[src/rtl/pc_redirect_unit_pkg.sv]
// Shared definitions for the fetch-PC redirect unit: branch condition codes,
// default geometry and reset PC, and the next-PC source encoding.
package pc_redirect_unit_pkg;

    localparam logic [2:0] FUNCT3_BEQ  = 3'b000;
    localparam logic [2:0] FUNCT3_BNE  = 3'b001;
    localparam logic [2:0] FUNCT3_BLT  = 3'b100;
    localparam logic [2:0] FUNCT3_BGE  = 3'b101;
    localparam logic [2:0] FUNCT3_BLTU = 3'b110;
    localparam logic [2:0] FUNCT3_BGEU = 3'b111;

    localparam int ISSUE_NUM_DEFAULT = 2;
    localparam int FETCH_NUM_DEFAULT = 2;
    localparam int XLEN_DEFAULT      = 64;

    typedef logic [XLEN_DEFAULT-1:0] addr_t;

    localparam addr_t RST_PC_DEFAULT = 64'h0000_0000_8000_0000;

    typedef enum logic [2:0] {
        NONE = 3'd0,
        TRAP = 3'd1,
        ID   = 3'd2,
        HOLD = 3'd3,
        SEQ  = 3'd4
    } redirect_src_e;

    function automatic logic [31:0] sat_inc32(input logic [31:0] v);
        return (v == 32'hFFFF_FFFF) ? v : v + 32'd1;
    endfunction

endpackage

[src/rtl/pc_redirect_unit_branch_cond_eval.sv]
// Evaluates one decode slot's conditional-branch outcome from funct3 and the
// two source operands; reserved condition codes resolve as not taken.
module branch_cond_eval
    import pc_redirect_unit_pkg::*;
#(
    parameter int XLEN = XLEN_DEFAULT
) (
    input  logic [2:0]      i_funct3,
    input  logic [XLEN-1:0] i_rs1,
    input  logic [XLEN-1:0] i_rs2,
    output logic            o_taken
);

    logic w_eq;
    logic w_lt;
    logic w_ltu;

    assign w_eq  = (i_rs1 == i_rs2);
    assign w_lt  = ($signed(i_rs1) < $signed(i_rs2));
    assign w_ltu = (i_rs1 < i_rs2);

    // Condition select
    always_comb begin
        case (i_funct3)
            FUNCT3_BEQ:  o_taken = w_eq;
            FUNCT3_BNE:  o_taken = ~w_eq;
            FUNCT3_BLT:  o_taken = w_lt;
            FUNCT3_BGE:  o_taken = ~w_lt;
            FUNCT3_BLTU: o_taken = w_ltu;
            FUNCT3_BGEU: o_taken = ~w_ltu;
            default:     o_taken = 1'b0;
        endcase
    end

endmodule

[src/rtl/pc_redirect_unit.sv]
// Fetch PC owner for an N-wide front end: resolves decode-slot control transfers,
// arbitrates the next PC, and marks responses from fetches made stale by a redirect.
module pc_redirect_unit
    import pc_redirect_unit_pkg::*;
#(
    parameter int              ISSUE_NUM       = ISSUE_NUM_DEFAULT,
    parameter int              FETCH_NUM       = FETCH_NUM_DEFAULT,
    parameter int              XLEN            = XLEN_DEFAULT,
    parameter logic [XLEN-1:0] RST_PC          = XLEN'(RST_PC_DEFAULT),
    parameter int              MAX_OUTSTANDING = 2
) (
    input  logic                           clk,
    input  logic                           rst_n,
    input  logic [ISSUE_NUM-1:0]           issue_en,
    input  logic [ISSUE_NUM-1:0]           is_b,
    input  logic [ISSUE_NUM-1:0]           is_j,
    input  logic [ISSUE_NUM-1:0]           is_jr,
    input  logic [ISSUE_NUM*3-1:0]         funct3,
    input  logic [ISSUE_NUM*XLEN-1:0]      slot_pc,
    input  logic [ISSUE_NUM*XLEN-1:0]      rs_data1,
    input  logic [ISSUE_NUM*XLEN-1:0]      rs_data2,
    input  logic [ISSUE_NUM*XLEN-1:0]      imm,
    input  logic                           trap_valid,
    input  logic [XLEN-1:0]                trap_pc,
    input  logic                           fifo_full,
    input  logic                           resp_valid,
    input  logic [$clog2(FETCH_NUM+1)-1:0] resp_cnt,
    input  logic                           imem_ready,
    output logic                           imem_req,
    output logic [XLEN-1:0]                fetch_pc,
    output logic                           resp_drop,
    output logic                           id_is_transfer,
    output logic [ISSUE_NUM-1:0]           kill_mask,
    output logic                           misalign,
    output logic [31:0]                    redirect_cnt
);

    localparam int              OW       = $clog2(MAX_OUTSTANDING + 1);
    localparam logic [XLEN-1:0] PC_STEP  = XLEN'(4 * FETCH_NUM);
    localparam logic [XLEN-1:0] LSB_CLR  = {{(XLEN-1){1'b1}}, 1'b0};

    logic [XLEN-1:0]                r_pc;
    logic [OW-1:0]                  r_outstanding;
    logic [OW-1:0]                  r_drop_cnt;
    logic [31:0]                    r_redirect_cnt;

    logic [ISSUE_NUM-1:0]           w_cond;
    logic [ISSUE_NUM-1:0]           w_cand;
    logic [ISSUE_NUM-1:0]           w_slot_taken;
    logic [ISSUE_NUM-1:0][XLEN-1:0] w_slot_target;
    logic                           w_found;
    logic                           w_taken;
    logic [XLEN-1:0]                w_target;
    logic [ISSUE_NUM-1:0]           w_kill;
    logic                           w_req;
    logic                           w_accept;
    logic                           w_resp_dec;
    logic                           w_drop;
    logic                           w_redirect;
    redirect_src_e                  w_src;
    logic                           w_unused_resp_cnt;

    // resp_cnt is informational: sequential fetch always advances a full FETCH_NUM group
    assign w_unused_resp_cnt = ^resp_cnt;

    for (genvar g = 0; g < ISSUE_NUM; g++) begin : g_slot
        branch_cond_eval #(.XLEN(XLEN)) u_cond (
            .i_funct3 (funct3[g*3 +: 3]),
            .i_rs1    (rs_data1[g*XLEN +: XLEN]),
            .i_rs2    (rs_data2[g*XLEN +: XLEN]),
            .o_taken  (w_cond[g])
        );
        assign w_cand[g]        = issue_en[g] & (is_b[g] | is_j[g] | is_jr[g]);
        assign w_slot_taken[g]  = is_j[g] | is_jr[g] | (is_b[g] & w_cond[g]);
        assign w_slot_target[g] = is_jr[g]
            ? ((rs_data1[g*XLEN +: XLEN] + imm[g*XLEN +: XLEN]) & LSB_CLR)
            : (slot_pc[g*XLEN +: XLEN] + imm[g*XLEN +: XLEN]);
    end

    // Oldest control-transfer slot decides; younger slots are killed only when it is taken
    always_comb begin
        w_found  = 1'b0;
        w_taken  = 1'b0;
        w_target = '0;
        w_kill   = '0;
        for (int i = 0; i < ISSUE_NUM; i++) begin
            if (!w_found && w_cand[i]) begin
                w_found  = 1'b1;
                w_taken  = w_slot_taken[i];
                w_target = w_slot_target[i];
                for (int j = i + 1; j < ISSUE_NUM; j++) begin
                    w_kill[j] = w_slot_taken[i];
                end
            end else begin
                w_found = w_found;
            end
        end
    end

    // No request may issue from a PC that is about to be replaced
    assign w_req      = rst_n & ~fifo_full & (r_outstanding < OW'(MAX_OUTSTANDING))
                        & ~trap_valid & ~w_taken;
    assign w_accept   = w_req & imem_ready;
    assign w_resp_dec = resp_valid & (r_outstanding != '0);
    assign w_drop     = resp_valid & (r_drop_cnt != '0);

    // Next-PC source arbitration; a misaligned taken target holds the PC for trap handling
    always_comb begin
        if (trap_valid) begin
            w_src = TRAP;
        end else if (w_taken) begin
            w_src = w_target[1] ? HOLD : ID;
        end else if (fifo_full) begin
            w_src = HOLD;
        end else if (w_accept) begin
            w_src = SEQ;
        end else begin
            w_src = NONE;
        end
    end

    assign w_redirect = (w_src == TRAP) | (w_src == ID);

    // PC, in-flight tracking and redirect statistics
    always_ff @(posedge clk or negedge rst_n) begin
        if (!rst_n) begin
            r_pc           <= RST_PC;
            r_outstanding  <= '0;
            r_drop_cnt     <= '0;
            r_redirect_cnt <= 32'd0;
        end else begin
            case (w_src)
                TRAP:    r_pc <= trap_pc;
                ID:      r_pc <= w_target;
                SEQ:     r_pc <= r_pc + PC_STEP;
                default: r_pc <= r_pc;
            endcase

            case ({w_accept, w_resp_dec})
                2'b10:   r_outstanding <= r_outstanding + OW'(1);
                2'b01:   r_outstanding <= r_outstanding - OW'(1);
                default: r_outstanding <= r_outstanding;
            endcase

            if (w_redirect) begin
                r_drop_cnt     <= r_outstanding - OW'(w_resp_dec);
                r_redirect_cnt <= sat_inc32(r_redirect_cnt);
            end else if (w_drop) begin
                r_drop_cnt     <= r_drop_cnt - OW'(1);
                r_redirect_cnt <= r_redirect_cnt;
            end else begin
                r_drop_cnt     <= r_drop_cnt;
                r_redirect_cnt <= r_redirect_cnt;
            end
        end
    end

    assign imem_req       = w_req;
    assign fetch_pc       = r_pc;
    assign resp_drop      = w_drop;
    assign id_is_transfer = rst_n & w_taken;
    assign kill_mask      = w_kill & {ISSUE_NUM{rst_n}};
    assign misalign       = rst_n & w_taken & w_target[1];
    assign redirect_cnt   = r_redirect_cnt;

endmodule
[config.mk]
export PLATFORM = sky130hd
export DESIGN_NAME = pc_redirect_unit
export DESIGN_NICKNAME = d
export VERILOG_FILES = /design/src/rtl/pc_redirect_unit_pkg.sv /design/src/rtl/pc_redirect_unit_branch_cond_eval.sv /design/src/rtl/pc_redirect_unit.sv
export SDC_FILE = /design/constraint.sdc
export NUM_CORES = 1
export LEC_CHECK = 0
export BUFFER_PORTS_ARGS = -buffer_cell sky130_fd_sc_hd__clkbuf_2
export CORE_AREA = 5 5 267 269
export DETAILED_ROUTE_END_ITERATION = 7
export DIE_AREA = 0 0 272 274
export SLEW_MARGIN = 20
export SYNTH_ARGS = -nofsm -noshare
export SYNTH_HDL_FRONTEND = slang
export SYNTH_SLANG_ARGS = --single-unit
export TNS_END_PERCENT = 1
[constraint.sdc]
create_clock -name clk -period 8.22 [get_ports clk]
set_input_delay 1.644 -clock clk [delete_from_list [all_inputs] [get_ports clk]]
set_output_delay 1.644 -clock clk [all_outputs]
set_load 0.01 [all_outputs]
==> impl_metrics.csv <==
group,metric,value,unit
status,status,"completed",
final_layout,most-common-layout-cells,"694 x clkbuf_2, 383 x ha_1, 373 x a21oi_1, 330 x nand2_1, 253 x nor2_1",
power_and_ir_drop,total_power,3579,µW
timing,worst_clock_skew,0.01470,ns
worst_hold_path,holdCritPathClass,"reg -> reg",
yosys,mappedNetlistNets,4547,
grt,grtUsageTotal,30.49,%
route,antenna_left,0,
route,drt-pass1-iter-count,5,
cts,cts_hold_repair.buffers,0,
worst_setup_path,cp_slowest_stage_delay,0.63,ns
timing,hold_viol,0,
floorplan,start_util,37.10,%
place,place_congestion,0.9769,
power_and_ir_drop,vdd_ir_drop_max,0.08483,mV
yosys,synth_ff_type,"dfrtp_1",
route,viasPerCell,5.852,
final_layout,final_nets,5153,
worst_setup_path,cp_slowest_cell,"or4_4",
final_layout,synthToLayoutAreaGrowth,18.46,%
worst_setup_path,cp_data_required_time,6.58,ns
power_and_ir_drop,seqPwrFrac,20.4,%
floorplan,core_area,68350,µm²
yosys,ys_warn_count,0,
worst_setup_path,cp_cell_sequence,"clkbuf_2 > ha_1 > nand4_1 > or4_4 > nor4_2 > nand3_1 > o311a_1 > o41a_1 > a211o_1 > nor2_1 > nor2b_1 > nor2b_1 > clkbuf_2",
yosys,synthArstFlopShare,100.0,%
cts,insertion_delay,0.39,ns
power_and_ir_drop,internal_power,1765,µW
timing,timing.fmax,139.7,MHz
power_and_ir_drop,switching_share,50.70,%
grt,grt_max_degree,50,
worst_setup_path,critPathLaunchType,"input port",
cts,clk_pin_slew_worst_paths,0.09,ns
cts,cts_max_level,3,
yosys,syn-cell-area,25360,µm²
timing,setup_violations,0,
floorplan,io_pins,700,
cts,clk_path_buf_depth,2,
worst_setup_path,critPathKind,"in -> out",
grt,grt_first_pass_wirelength,175800,µm
cts,cts-resized-gates,0,
route,dr_total_vias,29670,
timing,max-slew-margin-rel,32.86,%
cts,cts_tree,"built",
cts,cts_sinks,100,
floorplan,rows,96,
yosys,yosysSeqAreaShare,9.873,%
worst_setup_path,cp.arrival,5.51,ns
route,routed_wl,119900,µm
place,port_buffers,696,
power_and_ir_drop,pwr_density_cell,119.1,nW/µm²
place,dpl.hpwl,103600,µm
grt,overflow,0,
power_and_ir_drop,switchingPower,1815,µW
grt,antenna_found_initial,26,
grt,grt_pass1_vias,28920,
floorplan,die_h,274,µm
yosys,syn_area_per_cell,7.119,µm²
power_and_ir_drop,leakage,0.01470,µW
power_and_ir_drop,pwr-share-clk,13.4,%
route,remaining_drc_errors,0,
final_layout,layout_commonest_cell,"clkbuf_2",
timing,final.period_utilization,87.06,%
timing,finalSetupTns,0,ns
final_layout,drive_gt1_share,19.34,%
yosys,ys_types,91,
timing,rsz0062_at_grt,"false",
worst_setup_path,worstPathMaxFanout,9,
yosys,syn_inst,3562,
timing,post-route-min-period,7.156,ns
floorplan,die_width,272,µm
floorplan,die_area,74530,µm²
route,wl_per_cell,23.64,µm
worst_setup_path,endpoint_kind,"primary output",
cts,cts-buffers-inserted,9,
yosys,yosys_register_bits,100,
power_and_ir_drop,combPwrFrac,66.3,%
route,drt_iter0_drc,1930,
run,drv_cap,0,
yosys,synth-edff-count,0,
cts,root_buffer,"clkbuf_16",
timing,drv_slew,0,
cts,cts_setup_buffers,0,
timing,worst_pin_slew,1.000,ns
-- stage by stage --
stage	cell area, µm²	setup WS, ns	util (%)	std cells	hold slack [ns]
after floorplan	25360	2.062	-	3562	0.5013
after global placement	29700	1.194	43.45	5039	0.4751
after detailed placement	29700	1.106	43.45	5039	0.4814
after CTS	30000	1.099	43.89	5054	0.4927
after global routing	30030	0.8422	43.94	5066	0.4983
final	30040	1.064	43.95	5070	0.4944
-- path summary, 6_finish.rpt --
check	startpoint	endpoint	slack, ns	cells past startpoint
min reg2reg	redirect_cnt[4]$_DFFE_PN0P_	redirect_cnt[4]$_DFFE_PN0P_	0.49	1
max	rs_data1[63]	misalign	1.06	13
max reg2reg	fetch_pc[3]$_DFFE_PN0P_	fetch_pc[59]$_DFFE_PN0P_	4.31	13
min in group asynchronous	rst_n	redirect_cnt[20]$_DFFE_PN0P_	1.14	1
min	redirect_cnt[4]$_DFFE_PN0P_	redirect_cnt[4]$_DFFE_PN0P_	0.49	1
max in group asynchronous	rst_n	fetch_pc[9]$_DFFE_PN0P_	5.50	3
-- cells by family after synthesis --
| kind of cell | share of synthesized area (%) |
|---|---|
| AO/OA/AOI/OAI | 32.04 |
| XOR/XNOR | 9.809 |
| flip-flops | 9.873 |
| multiplexers | 1.840 |
| AND/OR/NAND/NOR | 21.71 |
| adder cells (fa/ha/maj) | 19.21 |
| buffers and inverters | 5.501 |
| other | 0.01479 |
-- area by class of cell --
cell class / count / area (µm²)
Clock inverter: 6 / 78.83
Multi-Input combinational cell: 3104 / 21500
Sequential cell: 100 / 2504
Clock buffer: 9 / 225.2
Timing Repair Buffer: 733 / 3764
Inverter: 220 / 825.8
Antenna cell: 16 / 40.04
Fill cell: 7250 / 38310
Tap cell: 882 / 1104
-- power groups by stage --
stage,registers (µW),clock network [µW],logic (µW)
5_1_grt,743,506,2590
3_5_place_dp,733,0,2350
2_1_floorplan,740,0,1430
6_report,730,478,2370
4_1_cts,725,487,2370
3_3_place_gp,728,0,2350
-- cells in the mapped netlist, drive strengths merged (9+ instances only) --
| cell type | count | area (µm²) |
|---|---|---|
| a21o | 146 | 1096 |
| o22ai | 32 | 200.2 |
| a21boi | 10 | 75.07 |
| nand2b | 31 | 193.9 |
| dfrtp | 99 | 2477 |
| mux2i | 35 | 350.3 |
| and3 | 56 | 350.3 |
| o21bai | 49 | 367.9 |
| a22oi | 21 | 157.7 |
| o211ai | 47 | 352.8 |
| nor2b | 32 | 200.2 |
| clkbuf | 112 | 420.4 |
| nand2 | 331 | 1245 |
| a31oi | 67 | 419.2 |
| o21ai | 217 | 1090 |
| or2 | 9 | 56.30 |
| a211oi | 41 | 317.8 |
| o221ai | 11 | 96.34 |
| or3 | 22 | 137.6 |
| xnor2 | 181 | 1585 |
| o21a | 29 | 217.7 |
| nor2 | 255 | 962.2 |
| a41oi | 10 | 87.58 |
| buf | 26 | 148.9 |
| ha | 383 | 4792 |
| o31ai | 31 | 232.7 |
| inv | 219 | 822.0 |
| xor2 | 103 | 902.1 |
| a221oi | 25 | 219.0 |
| and2 | 31 | 193.9 |
| a211o | 18 | 157.7 |
| nor3 | 67 | 346.6 |
| a2111oi | 11 | 96.34 |
| nor4 | 19 | 125.1 |
| and4 | 20 | 175.2 |
| nand4 | 92 | 575.6 |
| mux2 | 10 | 116.4 |
| nand3 | 140 | 700.7 |
| a311oi | 14 | 122.6 |
| a31o | 9 | 78.83 |
| a21oi | 374 | 1876 |
-- worst max-delay path, delay by kind of cell --
kind,cells,cell delay [ns]
buffers and inverters,2,0.27
adders and majority gates,1,0.40
and+or+nand+nor,7,1.94
AOI/OAI and AO/OA,3,1.24
-- flip-flops by register name, summed over array words and instances (netlist names) --
name           count
redirect_cnt      32
r_outstanding      2
r_drop_cnt         2
fetch_pc          64
-- per-layer routing --
metal	share of wire [%]	vias to the layer above	wire length (µm)	track usage (%)
met4	3.0	22	3651	8.408
li1	-	14560	-	-
met1	40	13860	48470	37.02
met5	0.13	-	152	0
met2	49	1058	59040	54.73
met3	7.1	171	8553	6.187
Power figures use the tool's default switching activity.
